===== src/rtl/serial_adder_pkg.sv =====
// Shared definitions for the bit-serial adder.
//   HACK_WORD : default datapath width of the Hack machine
//   state_t   : controller state encoding (IDLE=0, RUN=1, DONE=2)
package serial_adder_pkg;

    localparam int HACK_WORD = 16;

    typedef enum logic [1:0] {
        IDLE = 2'd0,
        RUN  = 2'd1,
        DONE = 2'd2
    } state_t;

endpackage


===== src/rtl/serial_adder_full_adder.sv =====
// One-bit full adder cell built from two half adders and an OR.
// The first half adder sums the operand bits, the second folds in the
// incoming carry; the two partial carries can never both be 1, so an OR
// combines them.
//   a, b  : operand bits
//   c     : carry in
//   sum   : a ^ b ^ c
//   carry : carry out
module serial_adder_full_adder (
    input  logic a,
    input  logic b,
    input  logic c,
    output logic sum,
    output logic carry
);

    logic sum1;
    logic carry1;
    logic carry2;

    serial_adder_half_adder u_ha_ab (
        .a     (a),
        .b     (b),
        .sum   (sum1),
        .carry (carry1)
    );

    serial_adder_half_adder u_ha_c (
        .a     (sum1),
        .b     (c),
        .sum   (sum),
        .carry (carry2)
    );

    assign carry = carry1 | carry2;

endmodule

// One-bit half adder: sum = a ^ b, carry = a & b.
module serial_adder_half_adder (
    input  logic a,
    input  logic b,
    output logic sum,
    output logic carry
);

    assign sum   = a ^ b;
    assign carry = a & b;

endmodule


===== src/rtl/serial_adder.sv =====
// Bit-serial WIDTH-bit unsigned adder, LSB first, one full-adder cell.
// A request is accepted when idle or in the done cycle; the operands are
// then consumed one bit per clock and the result is published WIDTH edges
// after the accepting edge.
//
// Handshake: start is sampled at a rising edge only while the adder is
// IDLE or DONE; a high start there accepts a and b on that same edge.
// start during RUN is dropped. done is high for exactly one cycle per
// completed operation; sum/carry hold the last completed result until the
// next completion.
//
//   clk   : system clock, rising edge
//   rst_n : asynchronous active-low reset
//   start : request
//   a, b  : operands, captured on the accepting edge
//   busy  : high while bits are being processed (state RUN)
//   done  : one-cycle completion pulse (state DONE)
//   sum   : (a+b) mod 2^WIDTH of the last completed operation
//   carry : carry out of bit WIDTH-1 of the last completed operation
//   state : controller state, for observation
module serial_adder
    import serial_adder_pkg::*;
#(
    parameter int WIDTH = HACK_WORD
) (
    input  logic             clk,
    input  logic             rst_n,
    input  logic             start,
    input  logic [WIDTH-1:0] a,
    input  logic [WIDTH-1:0] b,
    output logic             busy,
    output logic             done,
    output logic [WIDTH-1:0] sum,
    output logic             carry,
    output state_t           state
);

    localparam int CW = $clog2(WIDTH);
    // Terminal count fits exactly in CW bits; no extra bit is carried.
    localparam logic [CW-1:0] LAST = CW'(WIDTH - 1);

    state_t           state_q;
    state_t           state_d;
    logic [WIDTH-1:0] a_sr;
    logic [WIDTH-1:0] b_sr;
    logic [WIDTH-1:0] r_sr;
    logic             c_q;
    logic [CW-1:0]    cnt;

    logic             s_bit;
    logic             c_next;
    logic [WIDTH-1:0] r_next;
    logic             accept;

    serial_adder_full_adder u_fa (
        .a     (a_sr[0]),
        .b     (b_sr[0]),
        .c     (c_q),
        .sum   (s_bit),
        .carry (c_next)
    );

    // New bit enters at the MSB so that after WIDTH shifts bit 0 of the
    // result sits at position 0.
    assign r_next = {s_bit, r_sr[WIDTH-1:1]};
    assign accept = start && ((state_q == IDLE) || (state_q == DONE));

    always_comb begin
        state_d = state_q;
        case (state_q)
            IDLE:    if (start) state_d = RUN;
            RUN:     if (cnt == LAST) state_d = DONE;
            DONE:    state_d = start ? RUN : IDLE;
            default: state_d = IDLE;
        endcase
    end

    always_ff @(posedge clk or negedge rst_n) begin
        if (!rst_n) begin
            state_q <= IDLE;
            a_sr    <= '0;
            b_sr    <= '0;
            r_sr    <= '0;
            c_q     <= 1'b0;
            cnt     <= '0;
            sum     <= '0;
            carry   <= 1'b0;
        end else begin
            state_q <= state_d;
            if (accept) begin
                a_sr <= a;
                b_sr <= b;
                c_q  <= 1'b0;
                cnt  <= '0;
            end else if (state_q == RUN) begin
                a_sr <= a_sr >> 1;
                b_sr <= b_sr >> 1;
                r_sr <= r_next;
                c_q  <= c_next;
                cnt  <= cnt + 1'b1;
                if (cnt == LAST) begin
                    sum   <= r_next;
                    carry <= c_next;
                end
            end
        end
    end

    // Both flags decode the state register only, so neither has a
    // combinational path from any input.
    assign busy  = (state_q == RUN);
    assign done  = (state_q == DONE);
    assign state = state_q;

endmodule

===== config.mk =====
export PLATFORM = sky130hd
export DESIGN_NAME = serial_adder
export DESIGN_NICKNAME = d
export VERILOG_FILES = /design/src/rtl/serial_adder_pkg.sv /design/src/rtl/serial_adder_full_adder.sv /design/src/rtl/serial_adder.sv
export SDC_FILE = /design/constraint.sdc
export NUM_CORES = 1
export LEC_CHECK = 0
export CELL_PAD_IN_SITES_DETAIL_PLACEMENT = 0
export CELL_PAD_IN_SITES_GLOBAL_PLACEMENT = 1
export CORE_ASPECT_RATIO = 1.75
export CORE_UTILIZATION = 30
export DETAILED_ROUTE_END_ITERATION = 10
export GPL_TIMING_DRIVEN = 0
export HOLD_SLACK_MARGIN = 0.06
export PLACE_DENSITY = 0.68
export RECOVER_POWER = 25
export SLEW_MARGIN = 10
export SYNTH_ARGS = -nofsm -noshare
export SYNTH_HDL_FRONTEND = slang
export SYNTH_SLANG_ARGS = --single-unit

===== constraint.sdc =====
create_clock -name clk -period 2.4 [get_ports clk]
set_input_delay 0.36 -clock clk [delete_from_list [all_inputs] [get_ports clk]]
set_output_delay 0.36 -clock clk [all_outputs]
set_load 0.02 [all_outputs]

==> results.py <==
metrics = {
    "clock_tree": {
        "clockBufferDepth": 2,
        "numCtsBuffers": 9,
        "post_cts_buffers": 0,
        "clk_pin_slew_ns": 0.05,
        "h-tree-depth": 3,
        "clock-sinks": 71,
        "cts_tree": "yes",
        "clk_latency_ns": 0.32,
        "cts_root_buffer": "clkbuf_16",
    },
    "power_and_ir_drop": {
        "combinationalPowerShare": 0.375,
        "ir_drop_mv": 0.451,
        "switchingPower_mw": 1.87,
        "seq_power_share": 0.394,
        "clockPowerShare": 0.230,
        "powerDensity_nw_per_um2": 1310,
        "leakage_nw": 1.86,
        "power.internal_mw": 3.41,
        "switching_share": 0.354,
    },
    "synth": {
        "synthCells": 294,
        "synth_cell_type_count": 31,
        "syn_area_um2": 3010,
        "yosys_warnings": 0,
        "avgSynthCellArea_um2": 10.3,
        "ys_ff_latch": 71,
        "yosysSeqAreaShare": 0.589,
        "synth_nets": 331,
    },
    "worst_setup_path": {
        "startpoint_type": "register",
        "end_kind": "primary output",
        "cp_max_fo": 6,
        "slowest_delay_ns": 0.59,
        "criticalPathCategory": "register to primary output",
        "crit_family": "buffers and inverters",
        "cp_data_arrival_time_ns": 1.61,
        "worstPathCellList": "and2b_1 > clkdlybuf4s50_1",
        "required_ns": 2.04,
        "slowest_stage": "clkdlybuf4s50_1",
        "path_buf_inv": 1,
    },
    "floorplanning": {
        "initial_core_util": 0.308,
        "die_w_um": 77.8,
        "die_h_um": 135,
        "row_count": 48,
        "die_area_um2": 10500,
        "core-area_um2": 9790,
        "io_pins": 56,
    },
    "global_route": {
        "overflow": 0,
        "grt_usage": 0.138,
        "antenna_found_initial": 0,
        "grt_max_degree": 49,
        "grt_pass1_vias": 2247,
        "grt_pass1_wl_um": 11000,
    },
    "finish": {
        "fin_cells": 492,
        "final_layout_size_suffix_gt1_frac": 0.150,
        "diodes": 0,
        "nNetsFinal": 399,
        "final_util": 0.412,
        "syn_to_final_growth_pct": 33.7,
    },
    "detailed_routing": {
        "wl_per_cell_um": 13.5,
        "first_pass_iters": 4,
        "ant_nets": 0,
        "drtIter0Drc": 109,
        "wirelength_um": 6650,
        "avgViaCountPerCell": 4.62,
        "num_vias": 2274,
        "drcViolationCount": 0,
    },
    "sta": {
        "fin_hold_ws_ns": 0.470,
        "max_freq_mhz": 508,
        "setup_violations": 0,
        "skew_ns": 0.00341,
        "slew_headroom": 0.0489,
        "finalSetupTns_ns": 0,
        "hold_violations": 0,
        "tightestPinTransition_ns": 1.43,
        "finalMaxSlewViolations": 0,
        "period_minus_slack_ns": 1.97,
        "period_share": 0.820,
        "rsz0062_at_grt": "false",
    },
    "outcome": {
        "outcome": "finished clean",
    },
    "place": {
        "portBuffers": 55,
        "placed_cells": 475,
        "place_congestion": 0.739,
        "hpwl_um": 4740,
    },
    "flow_run": {
        "cap_violations": 0,
    },
    "hold_path": {
        "hp-class": "register to register",
    },
}
## what timing repair did
| item | CTS | global route |
|---|---|---|
| hold endpoints to repair | 23 | 0 |
| endpoints found under the setup margin | 0 | 1 |
| hold buffers | 1 | 0 |
| gates resized for setup | 0 | 1 |
## sequential cells by signal, indices dropped and copies added, names as in the netlist
| name | count |
|---|---|
| r_sr | 15 |
| carry | 1 |
| a_sr | 16 |
| state | 2 |
| sum | 16 |
| cnt | 4 |
| c_q | 1 |
| b_sr | 16 |
## power groups by stage
stage | Combinational (mW) | Clock [mW] | Sequential, mW
6_report | 1.98 | 1.22 | 2.08
2_1_floorplan | 1.25 | 0 | 2.16
3_3_place_gp | 1.98 | 0 | 2.09
5_1_grt | 2.23 | 1.30 | 2.16
4_1_cts | 2.02 | 1.25 | 2.09
3_5_place_dp | 2.01 | 0 | 2.10
## cell usage in the layout, fill, tap and decap left out, types with 3 or more instances in the layout
cell type,netlist,layout
nand3_1,3,3
clkdlybuf4s50_1,0,53
mux2_4,9,9
a22o_1,3,3
nor2_1,30,30
clkbuf_1,1,3
buf_2,12,12
clkinv_2,0,4
a31oi_1,26,26
buf_4,4,4
mux2_2,8,8
dfrtp_1,71,71
clkbuf_16,0,9
nand2_1,104,104
## area by class of cell
cell class	instances	area, µm²
well taps	125	156
inverters	1	3.75
fillers	991	5760
clock buffers	12	256
plain buffers	19	125
repair buffers	57	584
clock inverters	4	20.0
multi-input cells	203	1110
flip-flops and latches	71	1780
## per-stage QoR
stage	power, mW	area (µm²)	setup WS, ns
2_1_floorplan	3.40	3010	0.988
3_3_place_gp	4.06	3720	-1.51
3_5_place_dp	4.11	3750	0.405
4_1_cts	5.36	4030	0.0434
5_1_grt	5.68	4030	0.372
6_report	5.28	4030	0.433
## routing by layer
layer	global-route usage	up-vias	share of wire
met5	0	-	0
met4	0.0629	0	0.014
met3	0.0284	5	0.032
met2	0.232	55	0.52
met1	0.169	1101	0.43
li1	-	1113	-
## worst register-to-register path, cell delays in order, from the launching register on
cell and delay [ns]:
dfrtp_1 0.38, ha_1 0.20, nand3_2 0.14, nor2_8 0.22
buf_12 0.18, mux2_4 0.31
## cell usage after synthesis
| library cell | n | area, µm² |
|---|---|---|
| a31oi_1 | 26 | 163 |
| dfrtp_1 | 71 | 1780 |
| buf_4 | 4 | 30.0 |
| o21ai_0 | 1 | 5.00 |
| nor3_1 | 2 | 10.0 |
| nor2_8 | 1 | 20.0 |
| nand2b_4 | 1 | 13.8 |
| nand2b_1 | 1 | 6.26 |
| nand2_1 | 104 | 390 |
| ha_1 | 1 | 12.5 |
| nand3b_1 | 1 | 7.51 |
| nand3_1 | 3 | 15.0 |
| o22ai_1 | 2 | 12.5 |
| a22o_1 | 3 | 26.3 |
| buf_2 | 12 | 60.1 |
| a22oi_1 | 2 | 15.0 |
| buf_6 | 1 | 11.3 |
| nor2_1 | 30 | 113 |
| mux2i_1 | 1 | 10.0 |
| and2b_1 | 1 | 7.51 |
| inv_2 | 1 | 3.75 |
| mux2_4 | 9 | 135 |
| nand3_2 | 1 | 10.0 |
| a21oi_1 | 1 | 5.00 |
| xor2_1 | 1 | 8.76 |
| nor2b_1 | 1 | 6.26 |
| buf_12 | 1 | 20.0 |
| clkbuf_1 | 1 | 3.75 |
| mux2_2 | 8 | 90.1 |
| fa_1 | 1 | 20.0 |
| nand4_1 | 1 | 6.26 |
## worst paths after layout
kind | slack (ns) | from | cells after the start | end
max | 0.43 | state[0] | 2 | done
min | 0.47 | r_sr[1] | 2 | r_sr[1]
max reg2reg | 0.84 | cnt[0] | 5 | sum[1]
min reg2reg | 0.47 | r_sr[1] | 2 | r_sr[1]
max in group asynchronous | 0.62 | rst_n | 3 | a_sr[6]
min in group asynchronous | 0.90 | rst_n | 2 | sum[5]
## logic make-up after synthesis
family                   synth area share
AO/OA/AOI/OAI                      0.0751
buffers and inverters              0.0428
flip-flops                          0.589
adder cells (fa/ha/maj)            0.0108
AND/OR/NAND/NOR                     0.201
multiplexers                       0.0780
XOR/XNOR                          0.00291
Power figures use the tool's default switching activity.
